### config.mk
export PLATFORM = sky130hd
export DESIGN_NAME = mem_port_arbiter
export DESIGN_NICKNAME = d
export VERILOG_FILES = /design/src/rtl/mem_arb_pkg.sv /design/src/rtl/arb_timer.sv /design/src/rtl/mem_port_arbiter.sv
export SDC_FILE = /design/constraint.sdc
export NUM_CORES = 1
export LEC_CHECK = 0
export CAP_MARGIN = 20
export CORE_AREA = 5 5 189 191
export CTS_CLUSTER_DIAMETER = 80
export DETAILED_ROUTE_END_ITERATION = 7
export DIE_AREA = 0 0 194 196
export GPL_TIMING_DRIVEN = 0
export PLACE_DENSITY = 0.69
export SLEW_MARGIN = 0
export SYNTH_ARGS = -nofsm -noshare
export SYNTH_HDL_FRONTEND = slang
export SYNTH_SLANG_ARGS = --single-unit
### constraint.sdc
create_clock -name Clk -period 26.6 [get_ports Clk]
set_input_delay 7.98 -clock Clk [delete_from_list [all_inputs] [get_ports Clk]]
set_output_delay 7.98 -clock Clk [all_outputs]
set_load 0.1 [all_outputs]
### src/rtl/mem_arb_pkg.sv
// Shared types and defaults for the instruction/data memory port arbiter.
package mem_arb_pkg;

  localparam int unsigned DEF_FAIR_LIMIT = 4;
  localparam int unsigned DEF_TIMEOUT    = 16;

  localparam int unsigned ADDR_W = 64;
  localparam int unsigned DATA_W = 64;
  localparam int unsigned INSN_W = 32;

  typedef enum logic [1:0] {
    IDLE   = 2'd0,
    I_WAIT = 2'd1,
    D_WAIT = 2'd2,
    RESP   = 2'd3
  } arb_state_e;

  // Command captured from the winning port; drives the memory side for the whole access.
  typedef struct packed {
    logic              we;
    logic [ADDR_W-1:0] addr;
    logic [DATA_W-1:0] wdata;
  } mem_cmd_t;

  // Pick the 32-bit instruction word out of a 64-bit beat using byte-address bit 2.
  function automatic logic [INSN_W-1:0] sel_insn(input logic [DATA_W-1:0] beat,
                                                 input logic              hi_word);
    return hi_word ? beat[DATA_W-1:INSN_W] : beat[INSN_W-1:0];
  endfunction

endpackage

### src/rtl/arb_timer.sv
// Wait-cycle counter; expired flags the LIMIT-th enabled cycle since the last clear.
module arb_timer
  import mem_arb_pkg::*;
#(
  parameter int unsigned LIMIT = DEF_TIMEOUT
) (
  input  logic Clk,
  input  logic Rst,
  input  logic clear_i,
  input  logic enable_i,
  output logic expired_c_o
);

  localparam int unsigned CNT_W = (LIMIT > 1) ? $clog2(LIMIT) : 1;

  logic [CNT_W-1:0] cnt_q;
  logic [CNT_W-1:0] cnt_d;

  assign expired_c_o = enable_i && (cnt_q == CNT_W'(LIMIT - 1));

  // Counter holds at the terminal value; the owner leaves the wait state on expiry.
  always_comb begin
    cnt_d = cnt_q;
    if (clear_i) begin
      cnt_d = '0;
    end else if (enable_i && (cnt_q != CNT_W'(LIMIT - 1))) begin
      cnt_d = cnt_q + CNT_W'(1);
    end
  end

  always_ff @(posedge Clk or posedge Rst) begin
    if (Rst) begin
      cnt_q <= '0;
    end else begin
      cnt_q <= cnt_d;
    end
  end

endmodule

### src/rtl/mem_port_arbiter.sv
// Arbitrates an instruction-fetch port and a data port onto one memory port,
// with data priority bounded by a fairness streak and a per-access timeout.
module mem_port_arbiter
  import mem_arb_pkg::*;
#(
  parameter int unsigned FAIR_LIMIT = DEF_FAIR_LIMIT,
  parameter int unsigned TIMEOUT    = DEF_TIMEOUT
) (
  input  logic              Clk,
  input  logic              Rst,
  input  logic              IReq,
  input  logic [ADDR_W-1:0] IAddr,
  output logic              IReady,
  output logic [INSN_W-1:0] IRdata,
  input  logic              DReq,
  input  logic              DWe,
  input  logic [ADDR_W-1:0] DAddr,
  input  logic [DATA_W-1:0] DWdata,
  output logic              DReady,
  output logic [DATA_W-1:0] DRdata,
  output logic              MReq,
  output logic              MWe,
  output logic [ADDR_W-1:0] MAddr,
  output logic [DATA_W-1:0] MWdata,
  input  logic              MAck,
  input  logic [DATA_W-1:0] MRdata,
  output logic              Err,
  output logic              StallIF,
  output logic              StallMEM
);

  localparam int unsigned STREAK_W = (FAIR_LIMIT > 0) ? $clog2(FAIR_LIMIT + 1) : 1;

  arb_state_e          state_q,  state_d;
  mem_cmd_t            cmd_q,    cmd_d;
  logic [STREAK_W-1:0] streak_q, streak_d;
  logic [INSN_W-1:0]   irdata_q, irdata_d;
  logic [DATA_W-1:0]   drdata_q, drdata_d;
  logic                mreq_q,   mreq_d;
  logic                mwe_q,    mwe_d;
  logic                iready_q, iready_d;
  logic                dready_q, dready_d;
  logic                err_q,    err_d;

  logic grant_i_c;
  logic grant_d_c;
  logic waiting_c;
  logic expired_c;

  // Data wins unless the fetch port has been starved for FAIR_LIMIT data grants.
  assign grant_i_c = (state_q == IDLE) && IReq &&
                     (!DReq || (streak_q == STREAK_W'(FAIR_LIMIT)));
  assign grant_d_c = (state_q == IDLE) && DReq && !grant_i_c;
  assign waiting_c = (state_q == I_WAIT) || (state_q == D_WAIT);

  arb_timer #(
    .LIMIT(TIMEOUT)
  ) u_timer (
    .Clk        (Clk),
    .Rst        (Rst),
    .clear_i    (grant_i_c || grant_d_c),
    .enable_i   (waiting_c),
    .expired_c_o(expired_c)
  );

  // Next-state and registered-output logic.
  always_comb begin
    state_d  = state_q;
    cmd_d    = cmd_q;
    streak_d = streak_q;
    irdata_d = irdata_q;
    drdata_d = drdata_q;
    mreq_d   = 1'b0;
    mwe_d    = 1'b0;
    iready_d = 1'b0;
    dready_d = 1'b0;
    err_d    = 1'b0;

    case (state_q)
      IDLE: begin
        if (grant_i_c) begin
          state_d  = I_WAIT;
          cmd_d    = '{we: 1'b0, addr: IAddr, wdata: '0};
          streak_d = '0;
          mreq_d   = 1'b1;
        end else if (grant_d_c) begin
          state_d = D_WAIT;
          cmd_d   = '{we: DWe, addr: DAddr, wdata: DWdata};
          mreq_d  = 1'b1;
          mwe_d   = DWe;
          if (IReq) begin
            streak_d = streak_q + STREAK_W'(1);
          end
        end
      end
      I_WAIT: begin
        if (MAck) begin
          state_d  = RESP;
          irdata_d = sel_insn(MRdata, cmd_q.addr[2]);
          iready_d = 1'b1;
        end else if (expired_c) begin
          state_d  = RESP;
          irdata_d = '0;
          iready_d = 1'b1;
          err_d    = 1'b1;
        end else begin
          mreq_d = 1'b1;
        end
      end
      D_WAIT: begin
        if (MAck) begin
          state_d  = RESP;
          drdata_d = MRdata;
          dready_d = 1'b1;
        end else if (expired_c) begin
          state_d  = RESP;
          drdata_d = '0;
          dready_d = 1'b1;
          err_d    = 1'b1;
        end else begin
          mreq_d = 1'b1;
          mwe_d  = cmd_q.we;
        end
      end
      RESP: begin
        state_d = IDLE;
      end
      default: begin
        state_d = IDLE;
      end
    endcase

    // A fetch port that lets go owes nothing to fairness.
    if (!IReq) begin
      streak_d = '0;
    end
  end

  always_ff @(posedge Clk or posedge Rst) begin
    if (Rst) begin
      state_q  <= IDLE;
      cmd_q    <= '0;
      streak_q <= '0;
      irdata_q <= '0;
      drdata_q <= '0;
      mreq_q   <= 1'b0;
      mwe_q    <= 1'b0;
      iready_q <= 1'b0;
      dready_q <= 1'b0;
      err_q    <= 1'b0;
    end else begin
      state_q  <= state_d;
      cmd_q    <= cmd_d;
      streak_q <= streak_d;
      irdata_q <= irdata_d;
      drdata_q <= drdata_d;
      mreq_q   <= mreq_d;
      mwe_q    <= mwe_d;
      iready_q <= iready_d;
      dready_q <= dready_d;
      err_q    <= err_d;
    end
  end

  assign MReq     = mreq_q;
  assign MWe      = mwe_q;
  assign MAddr    = cmd_q.addr;
  assign MWdata   = cmd_q.wdata;
  assign IReady   = iready_q;
  assign IRdata   = irdata_q;
  assign DReady   = dready_q;
  assign DRdata   = drdata_q;
  assign Err      = err_q;
  assign StallIF  = IReq & ~iready_q;
  assign StallMEM = DReq & ~dready_q;

endmodule

# After elaboration in Yosys (flattened, before gate mapping)
# Cells that the tools add are included.
# op_classes
addsub	2
eq_ne	10
mux	34
bitwise	4
n_reduce_logical	21
# ops
cell	n
129-bit two-way mux	2
64-bit two-way mux	2
32-bit two-way mux	3
1-bit two-way mux	14
3-bit two-way mux	4
2-bit AND reduction	5
2-bit two-way mux	4
4-bit two-way mux	2
1-bit logical AND	6
3-bit by 1-bit inequality test with 1-bit output (second input constant)	2
2-bit case mux with 3 select lines	1
2-bit nonzero test	3
4-bit by 1-bit adder with 4-bit output (second input constant)	1
2-bit equality test (second input constant)	2
4-bit equality test (second input constant)	1
4-bit inequality test (second input constant)	1
1-bit case mux with 2 select lines	2
3-bit by 1-bit adder with 3-bit output (second input constant)	1
3-bit equality test (second input constant)	1
1-bit logical OR	3
3-bit inequality test (second input constant)	1
1-bit bitwise AND	2
2-bit by 1-bit equality test with 1-bit output (second input constant)	1
1-bit zero test	2
other kinds (4)	5
# word_totals
ff_bits	239
input_bits	262
output_inout_bits	231
wordCells	84

# Depth between registers and ports, before layout
# Gate-level depths: netlist (run 1).
# depth
ltp_word	9
depth_mapped	8
depth_no_buf	5

# By module
# A second synthesis (run 1) with hierarchy kept.
# unflattened
cells_unflattened	1015
hier_area_um2	11151.9
# modules_own_cells
module	n_inst	cells_each	area_per_inst_um2	seq_area_each_um2
mem_port_arbiter	1	992	10918.0	5880.6
arb_timer	1	23	234.0	100.1

# Worst setup path after synthesis (run 1)
# Ideal clock, no wire load.
# synth_timing
kind	input -> output
from	input IReq
to	output StallIF
arrival_time_ns	9.845
required_time_ns	18.620
slack_ns	8.775
stages	4
n_path_buf	3
cell_sequence	buf_6 buf_4 buf_2 nor2b_1
# synth_between
elab_chain_len	1
# synth_rtl
element	line_no	text
start: declaration	mem_port_arbiter.sv:11	input logic IReq,
1-bit bitwise AND	mem_port_arbiter.sv:174	assign StallIF = IReq & ~iready_q;
end: declaration	mem_port_arbiter.sv:28	output logic StallIF,
# No other way between the ends.

# Final worst setup path (run 1)
# Same ends and word-level chain as after synthesis.

==> reports/results.env, run 1 <==
STATUS='finished, final reports clean'
GRT_ANTENNA_BEFORE_REPAIR=2
FP.COREAREA_UM2=33900
POSTSYNTH.ASYNCRESETSHARE_PCT=100
TIMING.CRITICAL_PATH.MAX_DELAY_FAMILY='buffers and inverters'
BOUNDARYPINS=493
INSERTION_DELAY_NS=0.55
SYNTH.YOSYS.SEQ_AREA_SHARE_PCT=51.1
FINALCLOCKSKEW_NS=0.0186
POSTSYNTHCELLCOUNT=974
CLK_TRANSITION_REPORTED_PATHS_NS=0.05
HOLD_PATH_CLASS='register to register'
AREA.SEQUENTIAL_UM2=5980
CRITPATHCAPTURETYPE='output port'
DIE_Y_UM=196
CP_SLOWEST_CELL='clkdlybuf4s50_1'
HTREEDEPTH=1
FILLERINSTANCES=2909
SYNTH.YOSYS.WARNINGS=0
DIE-AREA_UM2=38000
SHARE_OF_CELLS_ABOVE_DRIVE_STRENGTH_1_PCT=20.9
TIMING.CRITICAL_PATH.FROM_TYPE='input port'
ROUTEDWLPERCELL_UM=21.4
DRT_WIRELENGTH_UM=42300
SETUP_TNS_NS=0
GRT_SETUP_UNREPAIRED='no'
SYNTH-EDFF-COUNT=0
DRT-PASS1-ITER-COUNT=5
CTS_HOLD_FIX_BUFS=0
LAYOUT_STAGE_AREA_GROWTH_OVER_THE_SYNTHESIS_RESULT_PCT=56.1
FINAL-INSTANCE-COUNT-EXCL-FILL=1974
TRACK_USAGE_PCT=21.0
NUM_ROWS=68
WORST_PATH_LARGEST_CELL_DELAY_NS=1.18
LAYOUT_COMMON_CELLS='491 x clkdlybuf4s50_1, 239 x dfrtp_1, 133 x buf_4'
CTS_SETUP_BUFFERS=0
CLOCKBUFFERDEPTH=3
WORST-PATH-MAX-FANOUT=10
HOLD_VIOLATIONS=0
CLOCK-SINKS=239
MULTI_INPUT_AREA_UM2=4080
SLEW_HEADROOM_PCT=27.6
TIMING.CRITICAL_PATH.BUF_INV=5
SYNTH_FLOP_CELL='dfrtp_1'
CRITICAL_PATH_DATA_REQUIRED_TIME_NS=18.62
DRTITER0DRC=379
CRIT_PATH_FREQUENT_CELL='clkdlybuf4s50_1'
REMAINING_DRC_ERRORS=0
SYNTHESIS.AREA_PER_INSTANCE_UM2=12.0
WORST_EP_ARRIVAL_TIME_NS=10.55
MAX_FREQ_MHz=54.0
TIMING_WORST_SLEW_PIN_VALUE_NS=1.08
POSTSYNTHNETCOUNT=1244
GRT.OVERFLOW.TOTAL=0
CP_CELL_SEQUENCE='clkdlybuf4s50_1 -> buf_6 -> buf_4 -> buf_2 -> nor2b_1 -> clkdlybuf4s50_1'
INITIAL_CORE_UTIL_PCT=34.4
YOSYS_REGISTER_BITS=239
VIAS_PER_CELL=5.02
MOST_COMMON_CELL_AFTER_LAYOUT_FILL_AND_TAPS_ASIDE='clkdlybuf4s50_1'
SYNTH_CELL_TYPE_COUNT=40
FINALWORSTPATHREQUIREDPERIOD_NS=18.53
FINISH.NET_COUNT=1767
CTSROOTBUFFERMASTER='clkbuf_16'
GRT_PASS1_WL_UM=63900
CRITPATHKIND='input port to output port'
CTS.REPAIR.RESIZED=0
GRT_MAX_DEGREE=119
LAYOUT_WORST_PATH_CYCLE_SHARE_PCT=69.7
GP_ROUTABILITY_CONGESTION=0.923
SYN-CELL-AREA_UM2=11700
VIA_COUNT_OF_THE_FIRST_GLOBAL_ROUTING_PASS=10361
DIE_WIDTH_UM=194
MAX_CAP_VIOLATIONS=0
FINAL_SETUP_FAILS=0
CTS_TREE='done'
ANTENNA_VIOLATING_NETS_POST_ROUTE=0
NUM_VIAS=9917
PLACE.DETAILED.INSTANCES=1922
CTS_INSERTED_BUFFERS=28
IO_PORT_BUFS=491
MAXSLEWVIOLCOUNT=0
DETAILED_PLACE_HPWL_UM=32500
## metal layers
| metal | vias to the layer above | global-route usage [%] | wire (um) |
|---|---|---|---|
| met5 | - | 0 | 13 |
| met4 | 2 | 6.41 | 1220 |
| met3 | 68 | 5.75 | 3130 |
| met2 | 405 | 35.3 | 20600 |
| met1 | 4908 | 26.6 | 17300 |
| li1 | 4534 | - | - |
## metrics by stage
stage / instance area [um^2] / setup slack [ns] / hold WS [ns] / utilization [%]
final: 18300 / 8.07 / 0.485 / 53.8
after global placement: 17200 / 8.03 / 0.471 / 50.6
after floorplan: 11700 / 8.77 / 0.473 / -
after global routing: 18300 / 8.00 / 0.502 / 53.8
after CTS: 18200 / 8.01 / 0.490 / 53.8
after detailed placement: 17200 / 8.02 / 0.473 / 50.8
## state kept, by name, summed over array words and instances (netlist names)
signal / flops
u_timer.cnt_q: 4
DRdata: 64
IReady: 1
MReq: 1
MAddr: 64
IRdata: 32
state_q: 2
cmd_q: 1
MWdata: 64
Err: 1
streak_q: 3
DReady: 1
MWe: 1
## cells in the mapped netlist, types with 3 or more instances
master,number,share of area (%)
o21ai_0,67,2.9
ha_1,8,0.86
a21oi_2,8,0.60
dfrtp_1,239,51
a21oi_1,59,2.5
buf_2,38,1.6
inv_1,10,0.32
buf_12,6,1.0
nor2_1,66,2.1
buf_4,133,8.5
nor2b_1,3,0.16
nand3_1,6,0.26
buf_6,18,1.7
o2bb2ai_1,33,2.5
mux2i_1,33,2.8
a41oi_2,60,8.3
a22o_1,129,9.7
a41oi_1,4,0.30
buf_1,3,0.096
nand2_1,8,0.26
clkbuf_1,20,0.64
## cell families after synthesis
group	after synthesis	share of synthesized area, %
AO/OA/AOI/OAI	376	28.0
buffers and inverters	228	14.0
flip-flops	239	51.1
adder cells (fa/ha/maj)	8	0.856
AND/OR/NAND/NOR	89	3.14
multiplexers	34	2.92
## area by class of cell
| type | count | share of cell area [%] |
|---|---|---|
| tap | 455 | 3.12 |
| timing repair buffer | 493 | 27.2 |
| multi-input combinational | 507 | 22.3 |
| buffer | 218 | 8.75 |
| clock buffer | 40 | 4.58 |
| sequential | 239 | 32.8 |
| inverter | 10 | 0.247 |
| antenna | 1 | 0.0137 |
| clock inverter | 11 | 0.946 |
## worst paths after layout
check                                 from         end  slack (ns)  cells after the start
worst min register to register  IRdata[12]  IRdata[12]        0.48                      1
min in group asynchronous              Rst  MWdata[40]        7.87                      2
worst max register to register  state_q[0]    MAddr[2]       24.44                      7
worst max-delay path                  IReq     StallIF        8.07                      6
worst min-delay path            IRdata[12]  IRdata[12]        0.48                      1
max in group asynchronous              Rst    MAddr[9]       17.78                      3
## worst register-to-register path: stages (launching register included)
cell and delay (ns):
dfrtp_1 0.39, inv_1 0.10, ha_1 0.23, buf_4 0.20
nand2_1 0.37, clkbuf_1 0.43, o21ai_0 0.19, a21oi_2 0.17
Power of run 1 is not shown: default switching activity piles up to over one toggle a cycle in this logic, so the estimate is an artifact.
==> inputs of run 2 (changes only) <==
- CORE_AREA: 5 5 189 191 -> 5 5 190 192
- DIE_AREA: 0 0 194 196 -> 0 0 195 197
- PLACE_DENSITY: 0.69 -> 0.71
- clock period: 26.6 -> 16.52 ns (I/O delays scaled with it)
==> run 2 against run 1 <==
Clock-buffer cell count shrank 2. Hold slack gained 0.0015 ns. Critical path depth is the same. Largest cell class unchanged. Highest routed layer is now met4.
==> reports/results.env, run 2 (synthesis results as in run 1) <==
GRT_SETUP_UNREPAIRED='no'
CLK_TRANSITION_REPORTED_PATHS_NS=0.06  # about the same
CTSROOTBUFFERMASTER='clkbuf_16'
TIMING_WORST_SLEW_PIN_VALUE_NS=1.11  # +0.0297 ns
TIMING.RR.START='state_q[1]'
HTREEDEPTH=1  # unchanged
CRIT_PATH_FREQUENT_CELL='clkdlybuf4s50_1'
FINAL_SETUP_FAILS=0  # unchanged
DIE_WIDTH_UM=195  # +0.52%
CP_CELL_SEQUENCE='clkdlybuf4s50_1 -> buf_6 -> buf_4 -> buf_2 -> nor2b_1 -> clkdlybuf4s50_1'
CLOCKBUFFERDEPTH=3  # unchanged
STATUS='finished, final reports clean'
GRT_PASS1_WL_UM=64700  # +1.3%
TIMING.CRITICAL_PATH.MAX_DELAY_FAMILY='buffers and inverters'
TIMING.CRITICAL_PATH.BUF_INV=5  # unchanged
LAYOUT_WORST_PATH_CYCLE_SHARE_PCT=75.8
FINALWORSTPATHREQUIREDPERIOD_NS=12.52
WORST_SETUP_SLACK_FOR_REGISTER_TO_REGISTER_PATHS_NS=14.46  # -9.98 ns
CTS_HOLD_FIX_BUFS=0  # unchanged
DIE_Y_UM=197  # +0.51%
WORST_PATH_LARGEST_CELL_DELAY_NS=1.18  # about the same
ROUTEDWLPERCELL_UM=21.7  # +1.4%
GRT_MAX_DEGREE=88  # -26%
DRT-PASS1-ITER-COUNT=5  # unchanged
LAYOUT_COMMON_CELLS='491 x clkdlybuf4s50_1, 239 x dfrtp_1, 133 x buf_4'
FINAL_CORE_UTIL_PCT=53.5  # -0.30 points
CLOCK-SINKS=239  # unchanged
INSERTION_DELAY_NS=0.56  # about the same
MAX_FREQ_MHz=79.8
GP_ROUTABILITY_CONGESTION=0.903  # -2.2%
SLEW_HEADROOM_PCT=25.6  # -2.0 points
CTS_INSERTED_BUFFERS=28  # unchanged
TIMING.HOLD.WORST.START='IRdata[10]'
MAX_CAP_VIOLATIONS=0  # unchanged
CRITPATHCAPTURETYPE='output port'
DRT_WIRELENGTH_UM=42900  # +1.6%
CRITPATHKIND='input port to output port'
TRACK_USAGE_PCT=21.2  # +0.19 points
ROUTED-WL-MET2_UM=21000  # +1.9%
FINISH.NET_COUNT=1767  # unchanged
FINALCLOCKSKEW_NS=0.0264  # +0.00789 ns
HOLD_PATH_CLASS='register to register'
TOP_SIGNAL_LAYER_USED='met4'
LAYOUT_STAGE_AREA_GROWTH_OVER_THE_SYNTHESIS_RESULT_PCT=56.4
REMAINING_DRC_ERRORS=0  # unchanged
WORST_HOLD_PATH.ENDPOINT='IRdata[10]'
DIE-AREA_UM2=38400  # +1.0%
CTS_SETUP_BUFFERS=0  # unchanged
ROUTEDLENGTHMET1_UM=17600  # +1.6%
SHARE_OF_CELLS_ABOVE_DRIVE_STRENGTH_1_PCT=21.1  # +0.18 points
WORST-PATH-MAX-FANOUT=10  # unchanged
GRT.OVERFLOW.TOTAL=0  # unchanged
CTS.REPAIR.RESIZED=0  # unchanged
NUM_ROWS=68  # unchanged
INITIAL_CORE_UTIL_PCT=34.2  # -0.26 points
BOUNDARYPINS=493  # unchanged
FILLERINSTANCES=2963  # +1.9%
NUM_VIAS=9960  # +0.43%
CRITICAL_PATH_DATA_REQUIRED_TIME_NS=11.56  # -7.06 ns
IO_PORT_BUFS=491  # unchanged
DRTITER0DRC=533  # +41%
HOLD_VIOLATIONS=0  # unchanged
FINALHOLDWORSTSLACK_NS=0.486  # +0.00150 ns
CTS_TREE='done'
CP_SLOWEST_CELL='clkdlybuf4s50_1'
VIAS_PER_CELL=5.04  # +0.23%
HOLD_PATH_DEPTH=1  # unchanged
MAXSLEWVIOLCOUNT=0  # unchanged
WL_MET3_UM=3100  # -0.96%
REG2REG_TO='MWdata[31]'
GRT_ANTENNA_BEFORE_REPAIR=4  # +2
REG2REG_DEPTH=8  # +1
DETAILED_PLACE_HPWL_UM=32700  # +0.62%
ANTENNA_VIOLATING_NETS_POST_ROUTE=0  # unchanged
WORST_EP_ARRIVAL_TIME_NS=7.57  # -2.98 ns
VIA_COUNT_OF_THE_FIRST_GLOBAL_ROUTING_PASS=10593  # +2.2%
MOST_COMMON_CELL_AFTER_LAYOUT_FILL_AND_TAPS_ASIDE='clkdlybuf4s50_1'
FP.COREAREA_UM2=34200  # +0.75%
SETUP_TNS_NS=0  # unchanged
TIMING.CRITICAL_PATH.FROM_TYPE='input port'
[run 2: changes by cell type in the layout (fill, tap and decap cells not counted)]
cell        change
clkinv_4        +1
diode_2         +3
inv_8           +1
clkinv_2        -2
clkbuf_1        -2
inv_6           +1
clkinvlp_4      +2
[run 2: area by class of cell]
| cell class | count | area, um^2 | area share [%] |
|---|---|---|---|
| Clock buffer | 38 | 828 | 4.53 |
| Clock inverter | 14 | 206 | 1.13 |
| Inverter | 10 | 45.0 | 0.246 |
| Antenna cell | 4 | 10.0 | 0.0547 |
| Multi-Input combinational cell | 507 | 4080 | 22.3 |
| Tap cell | 455 | 569 | 3.11 |
| Sequential cell | 239 | 5980 | 32.7 |
| Timing Repair Buffer | 493 | 4970 | 27.2 |
| Buffer | 218 | 1600 | 8.74 |
[run 2: worst register-to-register path, delay by kind of cell (launching register included)]
family / cells / cell delay, ns
flops: 1 / 0.40
compound gates: 2 / 0.48
buf+inv: 4 / 0.82
simple gates: 1 / 0.07
fa+ha+maj: 1 / 0.21
[run 2: stage by stage]
step | setup WS [ns] | instance area, um^2 | instances
after detailed placement | 3.99 | 17200 | 1922
after global placement | 1.45 | 17200 | 1920
final | 4.00 | 18300 | 1978
after floorplan | 4.74 | 11700 | 974
after CTS | 3.97 | 18300 | 1974
after global routing | 3.92 | 18300 | 1978
[run 2: worst max path at each step]
stage          cells past startpoint  start         to  slack (ns)
2_1_floorplan                      4   IReq    StallIF        4.74
3_3_place_gp                       2    Rst  MAddr[26]        1.45
3_5_place_dp                       6   IReq    StallIF        3.99
4_1_cts                            6   IReq    StallIF        3.97
5_1_grt                            6   IReq    StallIF        3.92
6_report                           6   IReq    StallIF        4.00
[run 2: metal layers]
layer / track usage [%] / up-vias
li1: - / 4541
met1: 27.2 / 4942
met2: 35.5 / 404
met3: 5.11 / 73
met4: 6.85 / 0
met5: 0 / -
Power of run 2 is left out for the same reason.
